<file path="src/rtl/logic_unit_pkg.sv">
// rtl/logic_unit_pkg.sv - shared constants and types for the logic unit pipeline
// Contents:
//   OP_WIDTH      width of the operation select field
//   OP_AND..OP_PASS_A  operation encodings
//   lu_state_e    result register occupancy (EMPTY / FULL)
package logic_unit_pkg;

    localparam int OP_WIDTH = 3;

    localparam logic [OP_WIDTH-1:0] OP_AND    = 3'b000;
    localparam logic [OP_WIDTH-1:0] OP_OR     = 3'b001;
    localparam logic [OP_WIDTH-1:0] OP_NAND   = 3'b010;
    localparam logic [OP_WIDTH-1:0] OP_NOR    = 3'b011;
    localparam logic [OP_WIDTH-1:0] OP_XOR    = 3'b100;
    localparam logic [OP_WIDTH-1:0] OP_XNOR   = 3'b101;
    localparam logic [OP_WIDTH-1:0] OP_NOT_A  = 3'b110;
    localparam logic [OP_WIDTH-1:0] OP_PASS_A = 3'b111;

    typedef enum logic {
        ST_EMPTY = 1'b0,
        ST_FULL  = 1'b1
    } lu_state_e;

endpackage

</file>
<file path="src/rtl/logic_op.sv">
// rtl/logic_op.sv - combinational bitwise operation selector
// Ports:
//   a, b     [WIDTH-1:0]    operands
//   op       [OP_WIDTH-1:0] operation select
//   result   [WIDTH-1:0]    bitwise result of op applied to a, b
module logic_op
    import logic_unit_pkg::*;
#(
    parameter int WIDTH = 8
) (
    input  logic [WIDTH-1:0]    a,
    input  logic [WIDTH-1:0]    b,
    input  logic [OP_WIDTH-1:0] op,
    output logic [WIDTH-1:0]    result
);

    always_comb begin
        result = '0;
        case (op)
            OP_AND:    result = a & b;
            OP_OR:     result = a | b;
            OP_NAND:   result = ~(a & b);
            OP_NOR:    result = ~(a | b);
            OP_XOR:    result = a ^ b;
            OP_XNOR:   result = ~(a ^ b);
            OP_NOT_A:  result = ~a;
            OP_PASS_A: result = a;
            default:   result = '0;
        endcase
    end

endmodule

</file>
<file path="src/rtl/logic_unit_pipe.sv">
// rtl/logic_unit_pipe.sv - single-stage registered logic unit with valid/ready handshake
// Optional feature macro: LOGIC_UNIT_STATS_EN (enables the saturating ops_count counter;
// when undefined ops_count is tied to 0 and no counter flops exist).
// Ports:
//   clk, rst             clock, synchronous active-high reset
//   in_valid / in_ready  input handshake for a, b, op
//   a, b [WIDTH-1:0]     operands; op [2:0] operation select
//   y [WIDTH-1:0]        registered result; y_zero high when y is all zeros
//   out_valid/out_ready  output handshake
//   ops_count            accepted-input count, saturating at all ones
module logic_unit_pipe
    import logic_unit_pkg::*;
#(
    parameter int WIDTH     = 8,
    parameter int CNT_WIDTH = 16
) (
    input  logic                 clk,
    input  logic                 rst,
    input  logic                 in_valid,
    output logic                 in_ready,
    input  logic [WIDTH-1:0]     a,
    input  logic [WIDTH-1:0]     b,
    input  logic [OP_WIDTH-1:0]  op,
    output logic [WIDTH-1:0]     y,
    output logic                 y_zero,
    output logic                 out_valid,
    input  logic                 out_ready,
    output logic [CNT_WIDTH-1:0] ops_count
);

    lu_state_e        state_q;
    logic [WIDTH-1:0] y_q;
    logic [WIDTH-1:0] y_d;
    logic             zero_q;
    logic             zero_d;
    logic             accept;
    logic             drain;

    logic_op #(.WIDTH(WIDTH)) u_logic_op (
        .a      (a),
        .b      (b),
        .op     (op),
        .result (y_d)
    );

    // Zero flag is derived from the very value being loaded so the pair stays coherent.
    assign zero_d = (y_d == '0);

    assign out_valid = (state_q == ST_FULL);
    assign in_ready  = !out_valid || out_ready;
    assign accept    = in_valid && in_ready;
    assign drain     = out_valid && out_ready;

    always_ff @(posedge clk) begin
        if (rst) begin
            state_q <= ST_EMPTY;
            y_q     <= '0;
            zero_q  <= 1'b0;
        end else begin
            case (state_q)
                ST_EMPTY: if (accept) state_q <= ST_FULL;
                ST_FULL:  if (drain && !accept) state_q <= ST_EMPTY;
                default:  state_q <= ST_EMPTY;
            endcase
            // Result only moves on accept; a drain alone leaves the stale value in place.
            if (accept) begin
                y_q    <= y_d;
                zero_q <= zero_d;
            end
        end
    end

    assign y      = y_q;
    assign y_zero = zero_q;

`ifdef LOGIC_UNIT_STATS_EN
    logic [CNT_WIDTH-1:0] cnt_q;

    always_ff @(posedge clk) begin
        if (rst) begin
            cnt_q <= '0;
        end else if (accept && (cnt_q != {CNT_WIDTH{1'b1}})) begin
            cnt_q <= cnt_q + 1'b1;
        end
    end

    assign ops_count = cnt_q;
`else
    assign ops_count = '0;
`endif

endmodule
</file>
<file path="config.mk">
export PLATFORM = sky130hd
export DESIGN_NAME = logic_unit_pipe
export DESIGN_NICKNAME = d
export VERILOG_FILES = /design/src/rtl/logic_unit_pkg.sv /design/src/rtl/logic_op.sv /design/src/rtl/logic_unit_pipe.sv
export SDC_FILE = /design/constraint.sdc
export NUM_CORES = 1
export LEC_CHECK = 0
export ABC_CLOCK_PERIOD_IN_PS = 6000
export BUFFER_PORTS_ARGS = -buffer_cell sky130_fd_sc_hd__buf_2
export CAP_MARGIN = 25
export CORE_UTILIZATION = 50
export DETAILED_ROUTE_END_ITERATION = 7
export GPL_ROUTABILITY_DRIVEN = 0
export PLACE_DENSITY = 0.77
export SYNTH_ARGS = -nofsm -noshare
export SYNTH_HDL_FRONTEND = slang
export SYNTH_SLANG_ARGS = --single-unit
</file>
<file path="constraint.sdc">
create_clock -name clk -period 6 [get_ports clk]
set_clock_uncertainty 0.05 [all_clocks]
set_input_delay 1.2 -clock clk [delete_from_list [all_inputs] [get_ports clk]]
set_output_delay 1.2 -clock clk [all_outputs]
set_load 0.01 [all_outputs]
</file>
=== Word level (Yosys, flattened, before mapping) ===
Cells that the tools add are included.

* Add/sub/neg operators: 0
* $mul: 0
* Div/mod/pow operators: 0
* Magnitude comparators: 0
* Equality and inequality tests: 7
* Shifts and indexed selects: 0
* Mux-type cells: 4
* Bitwise operators: 8
* Reduce and logical (&&, ||, !) cells: 8

{| class="wikitable"
|+ Operator list
! cell !! number
|-
| case mux 8 bit (8 select lines) || 1
|-
| inverter 8 bit || 4
|-
| equality test 3 bit (second input constant) || 4
|-
| bitwise AND 8 bit || 1
|-
| zero test 8 bit || 1
|-
| bitwise OR 8 bit || 1
|-
| XOR 8 bit || 1
|-
| equality test 3 x 2 -> 1 bit (second input constant) || 2
|-
| equality test 3 x 1 -> 1 bit (second input constant) || 1
|-
| logical AND 1 bit || 3
|-
| zero test 3 bit || 1
|-
| zero test 1 bit || 2
|-
| two-way mux 1 bit || 2
|-
| case mux 1 bit (2 select lines) || 1
|-
| logical OR 1 bit || 1
|-
| inverter 1 bit || 1
|}

* Flip-flop bits (word level): 10
* Bits in latches: 0
* RAM bits: 0
* Memory bits (read-only): 0
* Input port bits: 23
* Output and inout bits: 27
* Logic and storage cells: 30
* Memories kept: 0

=== Logic depth before layout (Yosys ltp) ===
Gate-level depths: netlist of run 1.

* Depth in word-level cells: 7
* Gate-level depth with buffers: 8
* Depth with buffers taken out: 7

=== Modules after synthesis ===
A second synthesis of run 1 with hierarchy kept.

* Cell total of the unflattened synthesis: 179
* Area, all modules: 1,471.4 µm²

{| class="wikitable"
|+ By module, submodules not included
! module !! times used !! cells each !! area each (µm²)
|-
| logic_op || 1 || 115 || 847.1
|-
| logic_unit_pipe || 1 || 64 || 624.3
|}

=== Least setup slack after synthesis of run 1 ===
No wires, ideal clock.

* Path kind: input to register
* Start: input port a[2]
* End: register zero_q (netlist: y_zero)
* Arrival: 2.726 ns
* Required time: 5.866 ns
* Slack: 3.139 ns
* Stages: 7
* Cells stage by stage: inv_1 ha_1 mux2_1 mux4_2 nor3_2 o2111ai_1 o31ai_2

* Word-level cells in the longest chain between the ends: 4
* Elaborated cells between the ends (all ways): 9
* Those cells by class: 1 x mux; 7 x bitwise; 1 x reduce/logical

{| class="wikitable"
|+ Ends and longest elaborated chain
! item !! line !! source
|-
| start, declared || logic_unit_pipe.sv:21 || <nowiki>input logic [WIDTH-1:0] a,</nowiki>
|-
| XOR 8 bit (tied with other cells) || logic_op.sv:24, logic_op.sv:25 ||
|-
| inverter 8 bit (on tied branches) || logic_op.sv:25, logic_op.sv:22, logic_op.sv:23 ||
|-
| case mux 8 bit (8 select lines) * || logic_op.sv:19 || <nowiki>case (op)</nowiki>
|-
| zero test 8 bit * || logic_unit_pipe.sv:47 || <nowiki>assign zero_d = (y_d == '0);</nowiki>
|-
| end signal, assigned || logic_unit_pipe.sv:68 || <nowiki>zero_q <= zero_d;</nowiki>
|-
| end, declared || logic_unit_pipe.sv:34 || <nowiki>logic zero_q;</nowiki>
|}

Mark *: on every way between the ends. The rest lies on a longest branch, timed or not.
A chain may end at the register's enable or synchronous reset.

=== Worst setup path in the final report of run 1 ===
* Start: input port op[2]
* End: register zero_q (netlist: y_zero)

* Word-level cells in the longest chain between the ends: 3
* Elaborated cells between the ends (all ways): 10
* Those cells by class: 7 x eq/ne; 1 x mux; 2 x reduce/logical

{| class="wikitable"
|+ Ends and longest elaborated chain
! item !! line !! source
|-
| start, declared || logic_unit_pipe.sv:23 || <nowiki>input logic [OP_WIDTH-1:0] op,</nowiki>
|-
| equality test 3 bit (tied with other cells) || logic_op.sv:19 ||
|-
| case mux 8 bit (8 select lines) * || logic_op.sv:19 ||
|-
| zero test 8 bit * || logic_unit_pipe.sv:47 ||
|}

Marked as above.

==> metrics.cfg, run 1 <==
[status]
status = complete, no violations

[sta]
fin_tns_setup_ns = 0
slew_headroom = 0.489
rsz0062_at_grt = no
worstMarginPinSlew_ns = 0.767
period_needed_ns = 3.03
finalCritPeriodShare = 0.506
max_freq_mhz = 330
slew_viol_final = 0
hold_viol = 0
setup_viol_count_final = 0

[global_routing]
grt_max_degree = 37
grt_pass1_wl_mm = 3.93
first_global_vias = 967
grt_usage = 0.178
antenna_found_initial = 0
grt_overflow_total = 0

[detailed_routing]
num_vias = 1108
avgViaCountPerCell = 5.08
wl_per_cell_um = 11.4
wl_mm = 2.48
drc = 0
drtAntennaViolNets = 0
drt_iter0_drc = 11
drt_first_pass_iters = 4

[floorplan]
dieArea_um2 = 3030
io_pins = 50
placementRows = 18
die_w_um = 55.1
die_h_um = 55.1
start_util = 0.549
core_area_um2 = 2570

[critical_path]
r2r_setup_slack_ns = 4.67
critPathRequiredTime_ns = 6.13
worstSetupStartpoint = op[2]
crit_chain = buf_2, mux2_1, mux4_2, nor3_2, o2111ai_1, o31ai_2
critPathKind = in2reg
r2r_end = y[6]$_SDFFE_PP0P_
crit_arrival_ns = 3.17
r2r-start = out_valid$_SDFF_PP0_
critPathCaptureType = flip-flop
cp_max_fo = 36
start_kind = input port
cp_slowest_stage_delay_ns = 0.59
slowest_stage = buf_2
r2r_cells = 4

[finish]
final_nets = 228
fillers = 239
syn2layout_area_growth_pct = 8.08
seq_area_um2 = 200
antenna_cells = 0
drive_gt1_frac = 0.271
stdcell_area_um2 = 1520
multiInputGateArea_um2 = 1020
fin_util = 0.593

[cts]
cts-htree-levels = 1
clock_latency_ns = 0.26
cts_made_buffers = 3
cts_setup_buffers = 0
cts-root-buf = clkbuf_4
hold_buffers = 0
path_clk_slew_ns = 0.07
cts_resized = 0
clock_sinks = 10
cts.path.max_buffers = 2
tritoncts = done

[hold_path]
hold_class = reg2reg
holdPathEnd = y[0]$_SDFFE_PP0P_
holdCritStartpoint = y[0]$_SDFFE_PP0P_
hold_path_depth = 2

[synthesis]
yosysSeqAreaShare = 0.142
synth_seq_cells = 10
synthCells = 163
ys_types = 39
syn_avg_cell_area_um2 = 8.64
yosys_warnings = 0
mappedNetlistArea_um2 = 1410

[place]
dpl-instance-area_um2 = 1490
port_buffers = 33
place_hpwl_mm = 2.02

[power_and_ir_drop]
leakage_nw = 0.822
vdd_ir_drop_max_mv = 0.126
power.density_nw_per_um2 = 149

[run]
max_cap_violations = 0

==> report_power, final <==
part / switching, mW / internal, mW
Sequential: 0.00221 / 0.0714
Clock: 0.0223 / 0.0368
Combinational: 0.0508 / 0.0429
==> routing by layer <==
metal,part of all wire,vias to the layer above,GRT usage,wire length [µm]
met3,0.040,2,0.0164,98
met1,0.47,494,0.221,1150
met4,0.0040,0,0.0542,10
li1,-,578,-,-
met2,0.49,34,0.321,1220
met5,0,-,0,0
==> synth_stat cells <==
cell type  count  share of area
nand2b_1       4          0.018
ha_1          16           0.14
conb_1         1         0.0027
nand2_1        8          0.021
xor2_1         1         0.0062
a21oi_1        6          0.021
mux2_4         2          0.021
nor2b_1        1         0.0044
mux2_2         6          0.048
nor3b_1        1         0.0053
nor3_2         1         0.0071
mux2_1         6          0.048
a22oi_1        1         0.0053
buf_4         16          0.085
a2111oi_2      1          0.011
o21ai_0        1         0.0035
buf_6          2          0.016
inv_1         17          0.045
a21o_1         1         0.0053
nand3_1        1         0.0035
o31ai_2        1         0.0089
a2111oi_0      1         0.0062
and3_1         1         0.0044
clkbuf_1       5          0.013
o2111ai_1      1         0.0062
mux2i_1       20           0.14
a211oi_1       1         0.0053
and2_1         2         0.0089
dfxtp_1       10           0.14
nor3_1         5          0.018
nor2_1         9          0.024
or3_1          1         0.0044
mux4_2         3          0.048
nor4_1         1         0.0044
nand3b_1       1         0.0053
o211ai_1       2          0.011
a221o_1        1         0.0071
buf_2          4          0.014
a311oi_1       1         0.0062
==> metrics by stage <==
step | hold WS [ns] | total power [mW] | setup slack (ns) | std cells
floorplan | 0.426 | 0.153 | 3.14 | 178
global placement | 0.389 | 0.163 | 2.77 | 214
detailed placement | 0.393 | 0.169 | 2.70 | 214
CTS | 0.403 | 0.229 | 2.97 | 218
global route | 0.449 | 0.245 | 2.83 | 218
finish | 0.401 | 0.226 | 2.97 | 218
==> how the worst max path moves through the flow <==
stage | cells past startpoint | slack, ns | to
final | 6 | 2.97 | y_zero$_SDFFE_PP0P_
after global placement | 6 | 2.77 | y_zero$_SDFFE_PP0P_
after CTS | 6 | 2.97 | y_zero$_SDFFE_PP0P_
after global routing | 6 | 2.83 | y_zero$_SDFFE_PP0P_
after floorplan | 7 | 3.14 | y_zero$_SDFFE_PP0P_
after detailed placement | 6 | 2.70 | y_zero$_SDFFE_PP0P_
==> cells in the final DEF, fill, tap and decap left out <==
cell	instances
nand3_1	1
o21ai_0	1
mux2_1	6
a22oi_1	1
a311oi_1	1
clkbuf_4	3
o31ai_2	1
a2111oi_0	1
buf_2	33
nand2b_1	4
mux2i_1	20
a2111oi_2	1
and3_1	1
o2111ai_1	1
o211ai_1	2
nor2_1	9
nor4_1	1
mux2_2	6
dfxtp_1	10
a211oi_1	1
conb_1	16
nor2b_1	1
inv_1	17
clkbuf_8	1
or3_1	1
a21o_1	1
a221o_1	1
nand2_1	8
a21oi_1	6
mux4_2	3
ha_1	16
nor3_2	1
nand3b_1	1
xor2_1	1
nor3b_1	1
nor3_1	5
and2_1	2
mux2_4	2
==> flip-flops by register name (all words and copies together) (netlist names) <==
register   flops
out_valid      1
y_zero         1
y              8
==> critical path, delay by kind of cell <==
kind                   cells  cell delay, ns
buffers and inverters      1            0.59
muxes                      2            0.86
and+or+nand+nor            1            0.16
AOI/OAI and AO/OA          2            0.35
==> area by class of cell <==
cell class / count / area share
Clock buffer: 4 / 0.0238
Multi-Input combinational cell: 124 / 0.670
Timing Repair Buffer: 33 / 0.108
Inverter: 17 / 0.0419
Sequential cell: 10 / 0.131
Tap cell: 30 / 0.0247
==> kinds of logic (layout without fill, tap and decap cells) <==
family | after synthesis | in the layout | synth area share
AND/OR/NAND/NOR | 36 | 36 | 0.129
flip-flops | 10 | 10 | 0.142
XOR/XNOR | 1 | 1 | 0.00622
other | 1 | 16 | 0.00266
buffers and inverters | 44 | 54 | 0.174
AO/OA/AOI/OAI | 18 | 18 | 0.0968
adder cells (fa/ha/maj) | 16 | 16 | 0.142
multiplexers | 37 | 37 | 0.307
(Power assumes the default switching activity.)
==> run 2, diff against run 1 <==
ABC_AREA = 1   (was unset)
ABC_CLOCK_PERIOD_IN_PS = 2500   (was 6000)
CORE_UTILIZATION = 45   (was 50)
PLACE_DENSITY = 0.73   (was 0.77)
clock period = 2.5 ns   (was 6 ns; I/O delays follow)
==> run 2 against run 1 <==
  * The run now ends with design-rule violations left
  * Synthesized area is 0.62% higher
  * Design area increased by 0.66%
  * First-iteration DRC count grew to 4.6 times the previous value
  * Clock power is 79% higher
  * Sequential power grew 140%
  * Sequential share of layout area down 0.086 points
  * Wire length is 24% higher
  * Non-clock buffer count unchanged
  * Global-route usage is 1.5 points higher
  * Cell count is 40% higher
  * Via count grew 32%
  * Sequential cell count is the same
  * Critical endpoint unchanged
  * Highest routed layer is now met3
==> metrics.cfg, run 2 <==
[status]
status = finished with violations
violations = design-rule violations

[synthesis]
yosysTopAreaCell = dfxtp_1
syn_avg_cell_area_um2 = 6.03
synth_enable_flop_cells = 0
yosysMostFrequentCell = nand2_1
async_flop_share = 0
ys_types = 25
synth_seq_cells = 10
yosys-top-cells-count = nand2_1 (49), inv_1 (35), nor2_1 (27)
synthCells = 235
synth.area.top_cells = dfxtp_1 (14%), ha_1 (14%), nand2_1 (13%)
synth_flop_cell = dfxtp_1
mappedNetlistArea_um2 = 1420
yosys_warnings = 0
synth_top_area_share = 0.141
yosysSeqAreaShare = 0.141

[power_and_ir_drop]
swShare = 0.390
p_clk_frac = 0.216
leakage_nw = 0.878
seq_power_share = 0.362
combPwrFrac = 0.422
internal_power_mw = 0.299
vdd_ir_drop_max_mv = 0.247
p_sw_mw = 0.192
power.density_nw_per_um2 = 320

[finish]
antenna_cells = 0
syn2layout_area_growth_pct = 8.12
fin_util = 0.506
fillers = 336
final_common_cell = nand2_1
layout_common_cells = nand2_1 (49), inv_1 (35), buf_2 (33)
drive_gt1_frac = 0.165
largest_reg_flops = 8
final_nets = 302

[sta]
period_needed_ns = 1.77
slew_viol_final = 0
max_freq_mhz = 566
setup_viol_count_final = 0
finalCritPeriodShare = 0.706
rsz0062_at_grt = no
hold_viol = 0
fin_tns_setup_ns = 0

[detailed_routing]
drt_iter0_drc = 51
avgViaCountPerCell = 4.80
wl_per_cell_um = 10.1
num_vias = 1463
wl_met3_um = 164
highest_layer = met3
met1_length_mm = 1.49
drt_first_pass_iters = 6
met2RoutedLength_mm = 1.42
wl_mm = 3.07
drc = 1
drtAntennaViolNets = 0

[hold_path]
hold_class = in2reg

[place]
place_hpwl_mm = 2.40
port_buffers = 33

[critical_path]
critPathCaptureType = flip-flop
critPathRequiredTime_ns = 2.61
crit_arrival_ns = 1.87
cp_max_fo = 16
start_kind = input port
critPathKind = in2reg

[cts]
clock_latency_ns = 0.26
clock_sinks = 10
tritoncts = done
cts_made_buffers = 3
cts.path.max_buffers = 2
path_clk_slew_ns = 0.06
cts-root-buf = clkbuf_4
cts_resized = 0
hold_buffers = 0
cts-htree-levels = 1
cts_setup_buffers = 0

[floorplan]
io_pins = 50
dieArea_um2 = 3380
core_area_um2 = 3030
placementRows = 20
die_w_um = 58.1
start_util = 0.468
die_h_um = 58.1

[global_routing]
grt_usage = 0.193
antenna_found_initial = 0
grt_pass1_wl_mm = 5.12
first_global_vias = 1180
grt_max_degree = 25
grt_overflow_total = 0

[run]
max_cap_violations = 0

-- run 2: power by group through the flow --
stage	Sequential, mW	Combinational (mW)	Clock (mW)
5_1_grt	0.179	0.238	0.119
3_3_place_gp	0.181	0.206	0
4_1_cts	0.178	0.206	0.109
2_1_floorplan	0.187	0.161	0
6_report	0.178	0.207	0.106
3_5_place_dp	0.181	0.205	0
-- run 2: final timing paths --
| path | cells after the start | to | slack [ns] | from |
|---|---|---|---|---|
| max | 12 | y_zero$_SDFFE_PP0P_ | 0.73 | op[1] |
| min | 2 | y_zero$_SDFFE_PP0P_ | 0.37 | rst |
| max reg2reg | 8 | y_zero$_SDFFE_PP0P_ | 1.02 | out_valid$_SDFF_PP0_ |
| min reg2reg | 2 | y_zero$_SDFFE_PP0P_ | 0.42 | y_zero$_SDFFE_PP0P_ |
-- run 2: routing by layer --
metal  vias up  GRT usage
li1        769          -
met1       643      0.274
met2        51      0.310
met3         0     0.0402
met4         0     0.0204
met5         -          0
-- run 2: kinds of logic after synthesis --
group / synth area share
fa+ha+maj: 0.141
simple gates: 0.357
compound gates: 0.125
other cells: 0.00265
buf+inv: 0.232
flops: 0.141
-- run 2: worst max-delay path, cell delays in order --
cell and delay [ns]:
buf_2 0.30, inv_2 0.12, nor3_1 0.37, nand2_1 0.10, nand2_1 0.07, nor2_1 0.04
nand2_1 0.07, nand2_1 0.08, nand2_1 0.07, nor2_1 0.04, nand2_1 0.07, a21oi_2 0.05
-- run 2: area by class of cell --
cell class	instances	area [µm²]	area share
clock buffer	3	22.5	0.0147
sequential	10	200	0.131
multi-input combinational	177	945	0.616
timing repair buffer	33	165	0.108
inverter	38	145	0.0947
tap	44	55.1	0.0359
-- run 2: stage by stage --
stage          hold slack, ns  area, µm²  instances  worst slack [ns]  power, mW
2_1_floorplan           0.443       1470        250             0.851      0.348
3_3_place_gp            0.422       1510        302             0.483      0.387
3_5_place_dp            0.416       1510        302             0.468      0.386
4_1_cts                 0.364       1530        305             0.740      0.493
5_1_grt                 0.359       1530        305             0.537      0.537
6_report                0.368       1530        305             0.735      0.491
==> run 3, diff against run 2 <==
ABC_AREA = 0   (was 1)
ABC_CLOCK_PERIOD_IN_PS = 1700   (was 2500)
CORE_UTILIZATION = 50   (was 45)
PLACE_DENSITY = 0.77   (was 0.73)
clock period = 1.7 ns   (was 2.5 ns; I/O delays follow)
==> run 3 against run 2 <==
  * The run ends with negative setup slack left
  * Critical path depth down 4
  * Sequential cell count unchanged
  * Count of clock-buffer cells in the layout up 1
  * Register-to-register slack worse by 0.56 ns
  * Die area down 10%
  * Global-route usage up 3.4 points
  * Core utilization up 24 points
  * Sequential power up 46%
  * First-iteration DRC count down 57%
  * Highest routed layer is now met4
==> metrics.cfg, run 3 (same netlist as run 1, synthesis figures left out) <==
[detailed_routing]
avgViaCountPerCell = 5.26
drc = 0
wl_per_cell_um = 12.8
drt_first_pass_iters = 4
wl_mm = 3.23
drt_iter0_drc = 22
num_vias = 1332
drtAntennaViolNets = 0

[critical_path]
r2r-start = out_valid$_SDFF_PP0_
crit_arrival_ns = 1.84
start_kind = input port
r2r_setup_slack_ns = 0.46
critPathRequiredTime_ns = 1.83
r2r_cells = 4
r2r_end = y[6]$_SDFFE_PP0P_
critPathKind = in2reg
cp_max_fo = 2
critPathCaptureType = flip-flop

[cts]
clock_sinks = 10
cts-root-buf = clkbuf_4
path_clk_slew_ns = 0.06
cts_made_buffers = 3
hold_buffers = 0
clock_latency_ns = 0.26
cts-htree-levels = 1
cts.path.max_buffers = 2
tritoncts = done

[place]
port_buffers = 33
place_hpwl_mm = 2.55
dp_slack_ns = -0.465
dpl-instance-area_um2 = 1820

[finish]
final_common_cell = buf_4
antenna_cells = 0
syn2layout_area_growth_pct = 36.7
largest_reg_flops = 8
layout_common_cells = buf_4 (33), buf_2 (31), mux2i_1 (20)
drive_gt1_frac = 0.457
fillers = 184
final_nets = 263
stdcell_area_um2 = 1930

[floorplan]
dieArea_um2 = 3030
die_h_um = 55.1
placementRows = 18
start_util = 0.549
die_w_um = 55.1
io_pins = 50
core_area_um2 = 2570

[power_and_ir_drop]
power.density_nw_per_um2 = 486
leakage_nw = 1.02
vdd_ir_drop_max_mv = 0.452

[global_routing]
grt_pass1_wl_mm = 5.02
first_global_vias = 1274
grt_usage = 0.227
antenna_found_initial = 0
grt_max_degree = 12
grt_overflow_total = 0

[hold_path]
hold_class = in2reg
hold_path_depth = 3
holdPathEnd = out_valid$_SDFF_PP0_
holdCritStartpoint = in_valid

[sta]
holdWs_ns = 0.276
setup_viol_count_final = 1
rsz0062_at_grt = yes
period_needed_ns = 1.71
finalCritPeriodShare = 1.00
max_freq_mhz = 586
layout_setup_ws_ns = -0.00645
hold_viol = 0
fin_tns_setup_ns = -0.00645
slew_viol_final = 0

[status]
violations = negative setup slack
status = finished with violations

[run]
max_cap_violations = 0

==> run 3: cell types whose count changed in the layout (fill, tap and decap cells not counted), moves of 5 or more <==
cell	before	now
inv_1	35	13
nor2_1	27	8
mux2_2	0	5
buf_4	0	33
nand3_1	12	1
o21ai_1	6	0
nand4_1	13	0
nand2_1	49	8
mux2_4	0	5
mux2i_1	0	20
o21ai_0	17	1
==> run 3: how the worst max path moves through the flow <==
stage               from                   to  slack, ns  cells past startpoint
detailed placement  b[2]  y_zero$_SDFFE_PP0P_      -0.46                      8
global route        a[2]  y_zero$_SDFFE_PP0P_      -0.14                      8
global placement    b[2]  y_zero$_SDFFE_PP0P_      -0.41                      8
finish              b[2]  y_zero$_SDFFE_PP0P_     -0.006                      8
CTS                 b[2]  y_zero$_SDFFE_PP0P_      0.002                      8
floorplan           b[2]  y_zero$_SDFFE_PP0P_      -0.18                      7
==> run 3: area by class of cell <==
cell class,instances,area [µm²],share of cell area
Multi-Input combinational cell,124,1120,0.581
Inverter,17,76.3,0.0396
Tap cell,30,37.5,0.0195
Sequential cell,10,200,0.104
Timing Repair Buffer,68,457,0.237
Clock buffer,4,36.3,0.0188
==> run 3: routing by layer <==
layer / vias up / track usage / part of all wire / wire length (µm)
li1: 657 / - / - / -
met1: 606 / 0.221 / 0.39 / 1270
met2: 59 / 0.460 / 0.52 / 1690
met3: 10 / 0.0355 / 0.057 / 185
met4: 0 / 0.0958 / 0.024 / 78
met5: - / 0 / 0 / 0
==> run 3: repair_timing <==
action / CTS / global route
endpoints found under the setup margin: 1 / 5
cloned: 0 / 1
gates resized for setup: 6 / 7
buffers inserted: 1 / 1
pin swaps: 3 / 3
==> run 3: critical path, cell delays in order <==
cell and delay, ns:
buf_12 0.09, inv_12 0.03, ha_4 0.22, mux2_4 0.25, mux4_2 0.48, nor3_2 0.12
o2111ai_1 0.13, o31ai_2 0.18
==> run 3: where the power goes <==
part	internal, mW	switching (mW)
combinational	0.243	0.224
clock	0.130	0.0790
sequential	0.252	0.00802
==> run 3: stage by stage <==
step,util,total power [mW],instances
final,0.750,0.936,253
after detailed placement,0.707,0.700,246
after global placement,0.707,0.672,246
after global routing,0.750,1.00,253
after floorplan,-,0.567,178
after CTS,0.734,0.924,251
